### src/rtl/median_window_ctrl_pkg.sv
// Shared types and constants for the binary 3x3 median window controller.
// Package median_pkg is imported by median_tap_gen and median_window_ctrl.
package median_pkg;

    typedef enum logic [2:0] {
        ST_IDLE  = 3'd0,
        ST_ISSUE = 3'd1,
        ST_DRAIN = 3'd2,
        ST_EMIT  = 3'd3,
        ST_DONE  = 3'd4
    } medState_e;

    localparam int TAP_COUNT          = 9;
    localparam int MAJORITY_THRESHOLD = 5;
    localparam int DEFAULT_IMWIDTH    = 240;
    localparam int DEFAULT_IMHEIGHT   = 180;

    localparam logic [3:0] LAST_TAP = 4'(TAP_COUNT - 1);

    // Binary median of nine samples: set when ones are the majority.
    function automatic logic isMajority(input logic [3:0] ones);
        return (ones >= 4'(MAJORITY_THRESHOLD));
    endfunction

endpackage

### src/rtl/median_window_ctrl_if.sv
// Pixel-memory read port and filtered-pixel valid/ready stream of the median controller.
interface median_window_ctrl_if;

    logic [7:0] memXAddr;
    logic [7:0] memYAddr;
    logic       memDataIn;
    logic       outValid;
    logic       outReady;
    logic [7:0] outX;
    logic [7:0] outY;
    logic       outPixel;

    modport master (
        output memXAddr,
        output memYAddr,
        input  memDataIn,
        output outValid,
        input  outReady,
        output outX,
        output outY,
        output outPixel
    );

    modport slave (
        input  memXAddr,
        input  memYAddr,
        output memDataIn,
        input  outValid,
        output outReady,
        input  outX,
        input  outY,
        input  outPixel
    );

endinterface

### src/rtl/median_window_ctrl_tap_gen.sv
// Maps centre pixel (x, y) and tap index k to a clamped neighbour address
// (x + k/3 - 1, y + k%3 - 1) plus a flag telling whether clamping was needed.
module median_tap_gen
    import median_pkg::*;
#(
    parameter int IMWIDTH  = DEFAULT_IMWIDTH,
    parameter int IMHEIGHT = DEFAULT_IMHEIGHT
) (
    input  logic [7:0] centerX,
    input  logic [7:0] centerY,
    input  logic [3:0] tapK,
    output logic [7:0] tapX,
    output logic [7:0] tapY,
    output logic       tapInRange
);

    logic [1:0] colSel_s;
    logic [1:0] rowSel_s;
    logic [9:0] rawX_s;
    logic [9:0] rawY_s;
    logic       xOk_s;
    logic       yOk_s;

    // Tap index to column/row offset selectors (offset = selector - 1).
    always_comb begin
        colSel_s = 2'd1;
        rowSel_s = 2'd1;
        case (tapK)
            4'd0: begin colSel_s = 2'd0; rowSel_s = 2'd0; end
            4'd1: begin colSel_s = 2'd0; rowSel_s = 2'd1; end
            4'd2: begin colSel_s = 2'd0; rowSel_s = 2'd2; end
            4'd3: begin colSel_s = 2'd1; rowSel_s = 2'd0; end
            4'd4: begin colSel_s = 2'd1; rowSel_s = 2'd1; end
            4'd5: begin colSel_s = 2'd1; rowSel_s = 2'd2; end
            4'd6: begin colSel_s = 2'd2; rowSel_s = 2'd0; end
            4'd7: begin colSel_s = 2'd2; rowSel_s = 2'd1; end
            4'd8: begin colSel_s = 2'd2; rowSel_s = 2'd2; end
            default: begin colSel_s = 2'd1; rowSel_s = 2'd1; end
        endcase
    end

    // Clamp to the image; bit 9 of the raw sum only sets when x/y = 0 steps left/up.
    always_comb begin
        rawX_s = {2'b00, centerX} + {8'b0000_0000, colSel_s} - 10'd1;
        rawY_s = {2'b00, centerY} + {8'b0000_0000, rowSel_s} - 10'd1;

        if (rawX_s[9]) begin
            tapX  = 8'd0;
            xOk_s = 1'b0;
        end else if (rawX_s > 10'(IMWIDTH - 1)) begin
            tapX  = 8'(IMWIDTH - 1);
            xOk_s = 1'b0;
        end else begin
            tapX  = rawX_s[7:0];
            xOk_s = 1'b1;
        end

        if (rawY_s[9]) begin
            tapY  = 8'd0;
            yOk_s = 1'b0;
        end else if (rawY_s > 10'(IMHEIGHT - 1)) begin
            tapY  = 8'(IMHEIGHT - 1);
            yOk_s = 1'b0;
        end else begin
            tapY  = rawY_s[7:0];
            yOk_s = 1'b1;
        end

        tapInRange = xOk_s & yOk_s;
    end

endmodule

### src/rtl/median_window_ctrl.sv
// Binary 3x3 median filter controller: walks the image x-outer/y-inner, reads nine taps per
// pixel and streams the majority result. Define MEDIAN_BORDER_REPLICATE_EN for edge replication.
module median_window_ctrl
    import median_pkg::*;
#(
    parameter int IMWIDTH      = DEFAULT_IMWIDTH,
    parameter int IMHEIGHT     = DEFAULT_IMHEIGHT,
    parameter int READ_LATENCY = 1
) (
    input  logic                 clk,
    input  logic                 reset,
    input  logic                 start,
    output logic                 busy,
    output logic                 done,
    median_window_ctrl_if.master bus
);

`ifdef MEDIAN_BORDER_REPLICATE_EN
    localparam logic REPLICATE_BORDER = 1'b1;
`else
    localparam logic REPLICATE_BORDER = 1'b0;
`endif

    medState_e state_r;
    medState_e nextState_s;

    logic [7:0] pixX_r;
    logic [7:0] pixY_r;
    logic [3:0] tapK_r;
    logic [7:0] drainCnt_r;
    logic [7:0] nextX_s;
    logic [7:0] nextY_s;
    logic [3:0] nextK_s;
    logic [7:0] nextDrain_s;

    logic [3:0] count_r;
    logic [3:0] countNext_s;

    logic [7:0] tapX_s;
    logic [7:0] tapY_s;
    logic       tapInRange_s;

    logic       issueFlag_r;
    logic       inRangeFlag_r;
    logic [READ_LATENCY-1:0] validPipe_r;
    logic [READ_LATENCY-1:0] rangePipe_r;
    logic       sampleBit_s;

    logic       busy_r;
    logic       done_r;
    logic       outValid_r;
    logic       outPixel_r;
    logic [7:0] outX_r;
    logic [7:0] outY_r;
    logic [7:0] memXAddr_r;
    logic [7:0] memYAddr_r;

    logic       transfer_s;
    logic       lastPixel_s;

    assign transfer_s  = (state_r == ST_EMIT) && outValid_r && bus.outReady;
    assign lastPixel_s = (pixX_r == 8'(IMWIDTH - 1)) && (pixY_r == 8'(IMHEIGHT - 1));

    // Taps are generated for the coming cycle so the address register lines up with ISSUE.
    median_tap_gen #(
        .IMWIDTH  (IMWIDTH),
        .IMHEIGHT (IMHEIGHT)
    ) u_tapGen (
        .centerX    (nextX_s),
        .centerY    (nextY_s),
        .tapK       (nextK_s),
        .tapX       (tapX_s),
        .tapY       (tapY_s),
        .tapInRange (tapInRange_s)
    );

    // Next-state and next-position logic.
    always_comb begin
        nextState_s = state_r;
        nextX_s     = pixX_r;
        nextY_s     = pixY_r;
        nextK_s     = tapK_r;
        nextDrain_s = drainCnt_r;
        case (state_r)
            ST_IDLE: begin
                if (start) begin
                    nextState_s = ST_ISSUE;
                    nextX_s     = 8'd0;
                    nextY_s     = 8'd0;
                    nextK_s     = 4'd0;
                end else begin
                    nextState_s = ST_IDLE;
                end
            end
            ST_ISSUE: begin
                if (tapK_r == LAST_TAP) begin
                    nextState_s = ST_DRAIN;
                    nextK_s     = 4'd0;
                    nextDrain_s = 8'd1;
                end else begin
                    nextK_s = tapK_r + 4'd1;
                end
            end
            ST_DRAIN: begin
                if (drainCnt_r == 8'(READ_LATENCY)) begin
                    nextState_s = ST_EMIT;
                end else begin
                    nextDrain_s = drainCnt_r + 8'd1;
                end
            end
            ST_EMIT: begin
                if (transfer_s) begin
                    if (lastPixel_s) begin
                        nextState_s = ST_DONE;
                    end else begin
                        nextState_s = ST_ISSUE;
                        nextK_s     = 4'd0;
                        if (pixY_r == 8'(IMHEIGHT - 1)) begin
                            nextY_s = 8'd0;
                            nextX_s = pixX_r + 8'd1;
                        end else begin
                            nextY_s = pixY_r + 8'd1;
                        end
                    end
                end else begin
                    nextState_s = ST_EMIT;
                end
            end
            ST_DONE: begin
                nextState_s = ST_IDLE;
            end
            default: begin
                nextState_s = ST_IDLE;
            end
        endcase
    end

    // A sample counts when its tap was issued; out-of-range taps count only when replicating.
    always_comb begin
        sampleBit_s = validPipe_r[READ_LATENCY-1] & bus.memDataIn
                      & (rangePipe_r[READ_LATENCY-1] | REPLICATE_BORDER);
        countNext_s = count_r;
        if ((state_r != ST_ISSUE) && (nextState_s == ST_ISSUE)) begin
            countNext_s = 4'd0;
        end else if (sampleBit_s) begin
            countNext_s = count_r + 4'd1;
        end else begin
            countNext_s = count_r;
        end
    end

    // FSM state, scan position, tap/drain counters and ones count.
    always_ff @(posedge clk or negedge reset) begin
        if (!reset) begin
            state_r    <= ST_IDLE;
            pixX_r     <= 8'd0;
            pixY_r     <= 8'd0;
            tapK_r     <= 4'd0;
            drainCnt_r <= 8'd0;
            count_r    <= 4'd0;
        end else begin
            state_r    <= nextState_s;
            pixX_r     <= nextX_s;
            pixY_r     <= nextY_s;
            tapK_r     <= nextK_s;
            drainCnt_r <= nextDrain_s;
            count_r    <= countNext_s;
        end
    end

    // Per-tap issue and in-range flags delayed to meet the returning memory data.
    always_ff @(posedge clk or negedge reset) begin
        if (!reset) begin
            issueFlag_r   <= 1'b0;
            inRangeFlag_r <= 1'b0;
            validPipe_r   <= '0;
            rangePipe_r   <= '0;
        end else begin
            issueFlag_r    <= (nextState_s == ST_ISSUE);
            inRangeFlag_r  <= (nextState_s == ST_ISSUE) && tapInRange_s;
            validPipe_r[0] <= issueFlag_r;
            rangePipe_r[0] <= inRangeFlag_r;
            for (int i = 1; i < READ_LATENCY; i++) begin
                validPipe_r[i] <= validPipe_r[i-1];
                rangePipe_r[i] <= rangePipe_r[i-1];
            end
        end
    end

    // Registered status, memory address and output-stream signals.
    always_ff @(posedge clk or negedge reset) begin
        if (!reset) begin
            busy_r     <= 1'b0;
            done_r     <= 1'b0;
            outValid_r <= 1'b0;
            outX_r     <= 8'd0;
            outY_r     <= 8'd0;
            outPixel_r <= 1'b0;
            memXAddr_r <= 8'd0;
            memYAddr_r <= 8'd0;
        end else begin
            busy_r     <= (nextState_s == ST_ISSUE) || (nextState_s == ST_DRAIN)
                          || (nextState_s == ST_EMIT);
            done_r     <= (nextState_s == ST_DONE);
            outValid_r <= (nextState_s == ST_EMIT);
            if ((state_r == ST_DRAIN) && (nextState_s == ST_EMIT)) begin
                outX_r     <= pixX_r;
                outY_r     <= pixY_r;
                outPixel_r <= isMajority(countNext_s);
            end
            if (nextState_s == ST_ISSUE) begin
                memXAddr_r <= tapX_s;
                memYAddr_r <= tapY_s;
            end else begin
                memXAddr_r <= 8'd0;
                memYAddr_r <= 8'd0;
            end
        end
    end

    assign busy         = busy_r;
    assign done         = done_r;
    assign bus.outValid = outValid_r;
    assign bus.outX     = outX_r;
    assign bus.outY     = outY_r;
    assign bus.outPixel = outPixel_r;
    assign bus.memXAddr = memXAddr_r;
    assign bus.memYAddr = memYAddr_r;

endmodule

### src/flat_wrapper.sv
// flat-port wrapper written by rule: the top's interface ports become plain ports
module median_window_ctrl_flat import median_pkg::*;
#(
    parameter int IMWIDTH      = DEFAULT_IMWIDTH,
    parameter int IMHEIGHT     = DEFAULT_IMHEIGHT,
    parameter int READ_LATENCY = 1
)
  (clk, reset, start, busy, done, bus_memXAddr, bus_memYAddr, bus_memDataIn, bus_outValid, bus_outReady, bus_outX, bus_outY, bus_outPixel);
  median_window_ctrl_if bus_i ();
  input  logic clk;
  input  logic reset;
  input  logic start;
  output logic busy;
  output logic done;
  output wire logic [$bits(bus_i.memXAddr)-1:0] bus_memXAddr;
  output wire logic [$bits(bus_i.memYAddr)-1:0] bus_memYAddr;
  input wire logic [$bits(bus_i.memDataIn)-1:0] bus_memDataIn;
  output wire logic [$bits(bus_i.outValid)-1:0] bus_outValid;
  input wire logic [$bits(bus_i.outReady)-1:0] bus_outReady;
  output wire logic [$bits(bus_i.outX)-1:0] bus_outX;
  output wire logic [$bits(bus_i.outY)-1:0] bus_outY;
  output wire logic [$bits(bus_i.outPixel)-1:0] bus_outPixel;
  assign bus_memXAddr = bus_i.memXAddr;
  assign bus_memYAddr = bus_i.memYAddr;
  assign bus_i.memDataIn = bus_memDataIn;
  assign bus_outValid = bus_i.outValid;
  assign bus_i.outReady = bus_outReady;
  assign bus_outX = bus_i.outX;
  assign bus_outY = bus_i.outY;
  assign bus_outPixel = bus_i.outPixel;
  median_window_ctrl #(.IMWIDTH(IMWIDTH), .IMHEIGHT(IMHEIGHT), .READ_LATENCY(READ_LATENCY)) u_core (.clk(clk), .reset(reset), .start(start), .busy(busy), .done(done), .bus(bus_i));
endmodule
### config.mk
export PLATFORM = sky130hd
export DESIGN_NAME = median_window_ctrl_flat
export DESIGN_NICKNAME = d
export VERILOG_FILES = /design/src/rtl/median_window_ctrl_pkg.sv /design/src/rtl/median_window_ctrl_if.sv /design/src/rtl/median_window_ctrl_tap_gen.sv /design/src/rtl/median_window_ctrl.sv /design/src/flat_wrapper.sv
export SDC_FILE = /design/constraint.sdc
export NUM_CORES = 1
export LEC_CHECK = 0
export ABC_CLOCK_PERIOD_IN_PS = 4700
export CAP_MARGIN = 5
export CORE_MARGIN = 4
export CORE_UTILIZATION = 25
export DETAILED_ROUTE_END_ITERATION = 12
export HOLD_SLACK_MARGIN = 0.1
export PLACE_DENSITY_LB_ADDON = 0.25
export SLEW_MARGIN = 20
export SYNTH_ARGS = -nofsm -noshare
export SYNTH_HDL_FRONTEND = slang
export SYNTH_SLANG_ARGS = --single-unit
export TNS_END_PERCENT = 5
### constraint.sdc
create_clock -name clk -period 4.7 [get_ports clk]
set_clock_uncertainty 0.2 [all_clocks]
set_input_delay 1.175 -clock clk [delete_from_list [all_inputs] [get_ports clk]]
set_output_delay 1.175 -clock clk [all_outputs]
set_load 0.01 [all_outputs]
; Word-level counts from Yosys, hierarchy flattened
; Memory sizes are Yosys's and may differ from the RTL's.
; Index checks and enable logic that the tools add are counted.
[classes]
n_bitwise = 3
n_addsub = 9
eq_ne = 14
n_lt_le_gt_ge = 3
n_reduce_logical = 11
muxes = 36
[ops]
columns = operator, n
row1 = 8-bit 2-to-1 mux, 16
row2 = 8-bit case mux with 2 select lines, 3
row3 = "8-bit by 1-bit adder with 8-bit output, second input constant", 3
row4 = 4-bit 2-to-1 mux, 6
row5 = "10-bit by 8-bit > comparator with 1-bit output, second input constant", 2
row6 = 8-bit by 2-bit adder with 9-bit output, 2
row7 = "8-bit equality test, second input constant", 2
row8 = "3-bit by 2-bit equality test with 1-bit output, second input constant", 4
row9 = 3-bit 2-to-1 mux, 4
row10 = 3-bit case mux with 4 select lines, 1
row11 = 4-bit case mux with 3 select lines, 1
row12 = "10-bit by 1-bit subtractor with 10-bit output, second input constant", 1
row13 = "9-bit by 1-bit subtractor with 10-bit output, second input constant", 1
row14 = "4-bit by 1-bit adder with 4-bit output, second input constant", 2
row15 = "8-bit by 1-bit equality test with 1-bit output, second input constant", 1
row16 = "3-bit by 1-bit equality test with 1-bit output, second input constant", 2
row17 = 1-bit logical AND, 6
row18 = 1-bit 2-to-1 mux, 5
row19 = "4-bit equality test, second input constant", 1
row20 = "4-bit by 3-bit greater-or-equal comparator with 1-bit output, second input constant", 1
row21 = 1-bit AND, 3
row22 = "3-bit equality test, second input constant", 1
row23 = 3-bit logical NOT, 1
row24 = "3-bit by 1-bit inequality test with 1-bit output, second input constant", 1
row25 = other kinds (5), 6
[totals]
mem_count = 1
elab_cells = 95
out_inout_bits = 36
inputBits = 5
rom_bits = 64
regBits = 75
[mem_list]
columns = memory, words, width, rd, rd_ports_with_merged_regs, write_ports, line_no
row1 = (name not given), 16, 4, 1, 0, 0, median_window_ctrl_tap_gen.sv:28  ; case (tapK)

; Depth between registers and ports, before layout
; An unclocked memory read counts as a cell.
[logic_depth]
depth_word = 13
depth_mapped = 27

; By module
; A second synthesis with hierarchy kept.
[hier_totals]
hier_cells = 447
hier_area_um2 = 4515.6
[by_module_without_submodules]
columns = mod, area_each_um2, instances, cells_per_inst
row1 = median_window_ctrl, 3368.2, 1, 298
row2 = median_tap_gen, 1147.4, 1, 149

; Worst setup path after synthesis
; OpenSTA, ideal clock, no wires.
[synth_timing]
path_kind = input to register
start = in bus_outReady
end = reg u_core.memXAddr_r[2], in the netlist u_core.bus.memXAddr[2]
setup_ns = 0.120
t_arrival_ns = 5.053
slack_ns = -0.673
required_ns = 4.380
stages = 22
cell_sequence = and2_1 nand2_1 a21oi_1 o21ai_0 a21o_1 a22o_1 ha_1 or2_2 a21oi_1 a21oi_1 ha_1 fa_1 clkbuf_1 nand2_1 nor3_1 a31oi_1 nand2_1 nand4_1 nor2_1 o2111a_2 or4_1 o211a_1
[synth_between]
elab_chain_cells = 10
elab_cells_between_ends = 15
[synth_rtl]
columns = item, line_no
row1 = "start, declared", flat_wrapper.sv:19  ; input wire logic [$bits(bus_i.outReady)-1:0] bus_outReady;
row2 = 1-bit logical AND *, median_window_ctrl.sv:61  ; assign transfer_s = (state_r == ST_EMIT) && outValid_r && bus.outReady;
row3 = 4-bit 2-to-1 mux *, median_window_ctrl.sv:112  ; if (transfer_s) begin
row4 = 4-bit case mux with 3 select lines *, median_window_ctrl.sv:84  ; case (state_r)
row5 = named net u_core.nextK_s[1], median_window_ctrl.sv:33  ; logic [3:0] nextK_s;
row6 = memory 16 x 4 bit *, --
row7 = 8-bit by 2-bit adder with 9-bit output *, median_window_ctrl_tap_gen.sv:44  ; rawX_s = {2'b00, centerX} + {8'b0000_0000, colSel_s} - 10'd1;
row8 = 10-bit by 1-bit subtractor with 10-bit output *, median_window_ctrl_tap_gen.sv:44
row9 = 10-bit by 8-bit > comparator with 1-bit output, median_window_ctrl_tap_gen.sv:50  ; end else if (rawX_s > 10'(IMWIDTH - 1)) begin
row10 = 8-bit 2-to-1 mux, median_window_ctrl_tap_gen.sv:50
row11 = 8-bit 2-to-1 mux *, median_window_ctrl_tap_gen.sv:47  ; if (rawX_s[9]) begin
row12 = 8-bit 2-to-1 mux *, median_window_ctrl.sv:211  ; if (nextState_s == ST_ISSUE) begin
row13 = "end signal, assigned", median_window_ctrl.sv:212  ; memXAddr_r <= tapX_s;
row14 = "end, declared", median_window_ctrl.sv:55  ; logic [7:0] memXAddr_r;
; The timed path passes the listed nets; every way through them passes the cells marked *.
; A chain may end at the register's enable or synchronous reset.

; Worst setup path in the final report
[layout_timing]
start = in bus_outReady
end = reg u_core.memXAddr_r[0], in the netlist u_core.bus.memXAddr[0]
; Same word-level chain as after synthesis.

==> flow_summary.yaml <==
critical_path:
  critPathBufInv: 5
  worstSetupStartpointType: "input pin"
  cpPeakStageDelay_ns: 0.31
  crit_family: "compound AO/OA/AOI/OAI gates"
  crit_top_cell: "buf_4"
  crit_chain: "buf_6, and2_4, nand2_4, a21oi_2, o21ai_1, a21o_1, o2bb2ai_1, nor2b_1, buf_4, a21oi_2, ha_2, fa_2, nand2_2, buf_4, a311o_1, nand2_2, nand4_1, a211oi_2, o2111a_2, buf_6, buf_4, nor2_1, a221oi_1"
  worstPathMaxFanout: 5
  worstPathArrival_ns: 4.92
  cp-end-kind: "register"
  cp_slowest_cell: "o2bb2ai_1"
  crit_type: "input pin to register"
  worstPathRequired_ns: 4.74
final_layout:
  drive_gt1_frac: 0.343
  fin_nets: 662
  antenna_cells: 0
  area_delta_synth_final_pct: 47.3
synth:
  synth_seq_cells: 75
  synth_compound_area_frac: 0.168
  async_flop_share: 1.00
  synthMuxAreaShare: 0.0497
  yosys.area.top_type: "dfrtp_1"
  ys_warn_count: 0
  synth_commonest_cells: "75 x dfrtp_1, 37 x nor2_1, 31 x a21oi_1, 31 x inv_1, 29 x nand2_1"
  synth_edf_count: 0
  syn_inst: 456
  yosysSeqAreaShare: 0.421
  avgSynthCellArea_sq_um: 9.77
  ys.flop_type: "dfrtp_1"
  synth_nets: 488
  yosysMostFrequentCell: "dfrtp_1"
  netlist_top_cells_area: "dfrtp_1 42%, ha_1 7.0%, mux2_2 4.3%, a21oi_1 3.5%, xnor2_1 3.1%"
  yosysUniqueCellTypes: 68
  synth-xor-area-share: 0.0511
  syn_area_sq_um: 4450
  synthAdderAreaFrac: 0.0792
  synth_top_cell_area_share: 0.421
  synthSimpleGateAreaFrac: 0.190
  synth_top_family_by_area: "simple AND/OR/NAND/NOR gates"
cts:
  clockBufferDepth: 2
  cts_hold_buffers: 0
  clkTransAtPathRegs_ns: 0.06
  cts-root-buf: "clkbuf_16"
  cts_tree: "yes"
  cts_made_buffers: 9
  htree_levels: 3
  clk_latency_ns: 0.34
  cts_sinks: 75
die:
  dieArea_sq_um: 20000
  fp.dieH_microns: 141
  start_util: 0.257
  num_io_pins: 41
  die_x_microns: 141
  std_cell_rows: 48
  core-area_sq_um: 17400
timing:
  relSlewSlack: 0.411
  fin_ws_ns: -0.184
  rsz0062_at_grt: "true"
  finalHoldViolCount: 0
  setup_viol: 17
  fin_crit_sh: 1.04
  fin_hold_ws_ns: 0.157
  slew_violations: 0
  min_period_ns: 4.88
  tightest_slew_ns: 0.876
  max_freq_mhz: 205
route:
  drt-initial-drc-count: 255
  dr_wl_met2_mm: 6.19
  remaining_drc_errors: 0
  wl_per_cell_microns: 14.6
  routed_wl_mm: 12.5
  vias_per_cell: 4.72
  vias: 4048
  m1WireLength_mm: 5.55
  postRouteAntennaNets: 0
  top_layer: "met4"
  met3WireLength_microns: 467
  dr.pass1.iters: 5
flow_run:
  cap_violations: 0
power:
  leakagePower_nw: 3.19
  p_per_area_nw_per_um2: 630
  vdd_ir_drop_max_v: 0.000264
global_route:
  grt_pass1_vias: 4062
  grtUsageTotal: 0.128
  grt_max_degree: 76
  grt_overflow_total: 0
  antenna_found_initial: 0
  grt_first_pass_wirelength_mm: 20.5
outcome:
  violations: "setup timing"
  status: "complete, but fails checks"
place:
  pre_cts_ws_ns: -1.10
  numPortBuffers: 40
  place.detailed.hpwl_mm: 9.65
  gp_congestion: 0.855
worst_hold_path:
  min_path_type: "register to register"
through the flow:
step	setup TNS (ns)	utilization	total power [mW]	cells	area, sq um
after floorplan	-4.96	-	2.19	456	4500
after global placement	-15.87	0.346	3.13	829	6010
after detailed placement	-17.20	0.346	3.15	829	6010
after CTS	-2.43	0.370	4.05	851	6420
after global routing	-5.60	0.378	4.47	857	6560
final	-2.13	0.378	4.13	857	6560
final timing paths:
path                               startpoint                      to  slack (ns)  cells after the start
hold / removal             u_core.issueFlag_r      u_core.validPipe_r        0.16                      0
max in group asynchronous               reset        u_core.pixX_r[2]        3.17                      1
min in group asynchronous               reset       u_core.count_r[2]        0.66                      1
setup / recovery                 bus_outReady  u_core.bus.memXAddr[0]       -0.18                     23
hold reg to reg            u_core.issueFlag_r      u_core.validPipe_r        0.16                      0
setup reg to reg             u_core.pixY_r[1]  u_core.bus.memXAddr[0]       -0.04                     23
registers in the layout (all words and copies together), names as in the netlist:
signal,flops
u_core.state_r,3
u_core.pixY_r,8
u_core.pixX_r,8
u_core.validPipe_r,1
u_core.done,1
u_core.bus.outPixel,1
u_core.bus.outValid,1
u_core.inRangeFlag_r,1
u_core.bus.outY,8
u_core.rangePipe_r,1
u_core.count_r,4
u_core.busy,1
u_core.issueFlag_r,1
u_core.bus.memYAddr,8
u_core.tapK_r,4
u_core.bus.outX,8
u_core.bus.memXAddr,8
u_core.drainCnt_r,8
routing by layer:
layer | global-route usage | up-vias
met5 | 0 | -
met4 | 0.0389 | 0
met3 | 0.0310 | 24
met2 | 0.214 | 75
met1 | 0.163 | 1954
li1 | - | 1995
cell families after synthesis:
family | count (synthesis)
simple gates | 155
compound gates | 108
flops | 75
buf+inv | 45
fa+ha+maj | 27
xor+xnor | 26
mux | 20
where the power goes:
part	switching, mW	leakage, nW	internal [mW]
clock network	0.255	0.150	0.469
registers	0.0585	1.01	0.761
logic	1.21	2.03	1.38
placed cells by master, fill, tap and decap left out, types with 5 or more instances in the layout:
cell type and n:
buf_4 132, a31oi_1 5, nor2_1 35, dfrtp_1 75, o211a_1 5, ha_1 19
inv_1 28, xor2_1 9, o211ai_1 5, clkdlybuf4s50_1 37, and3_1 6, o21ai_0 10
xnor2_1 15, a21o_1 7, nand3_1 16, mux2_2 17, and2_1 5, clkbuf_16 9
nand2_1 25, o21ai_1 5, nand4_1 9, nor2b_1 5, a21oi_1 27, nor3_1 11
final cells by class:
class | count | area, sq um
Clock buffer | 10 | 239
Clock inverter | 3 | 65.1
Fill cell | 1745 | 10800
Inverter | 33 | 124
Multi-Input combinational cell | 336 | 2550
Sequential cell | 75 | 1880
Tap cell | 225 | 282
Timing Repair Buffer | 175 | 1420
worst reg2reg max path, cell delays in order (launching register included):
cell and delay, ns:
dfrtp_1 0.35, ha_1 0.20, nand4bb_1 0.20, nor2_2 0.20, a21oi_2 0.09, o21ai_1 0.15, a21o_1 0.19, o2bb2ai_1 0.31
nor2b_1 0.15, buf_4 0.18, a21oi_2 0.13, ha_2 0.21, fa_2 0.24, nand2_2 0.07, buf_4 0.13, a311o_1 0.29
nand2_2 0.13, nand4_1 0.11, a211oi_2 0.30, o2111a_2 0.31, buf_6 0.10, buf_4 0.10, nor2_1 0.05, a221oi_1 0.26
what timing repair did:
action,in CTS,in global routing
gates cloned,1,0
resized for setup,18,21
buffers inserted,8,6
pin swaps,26,27
setup endpoints to repair,17,17
Power figures use the tool's default switching activity.
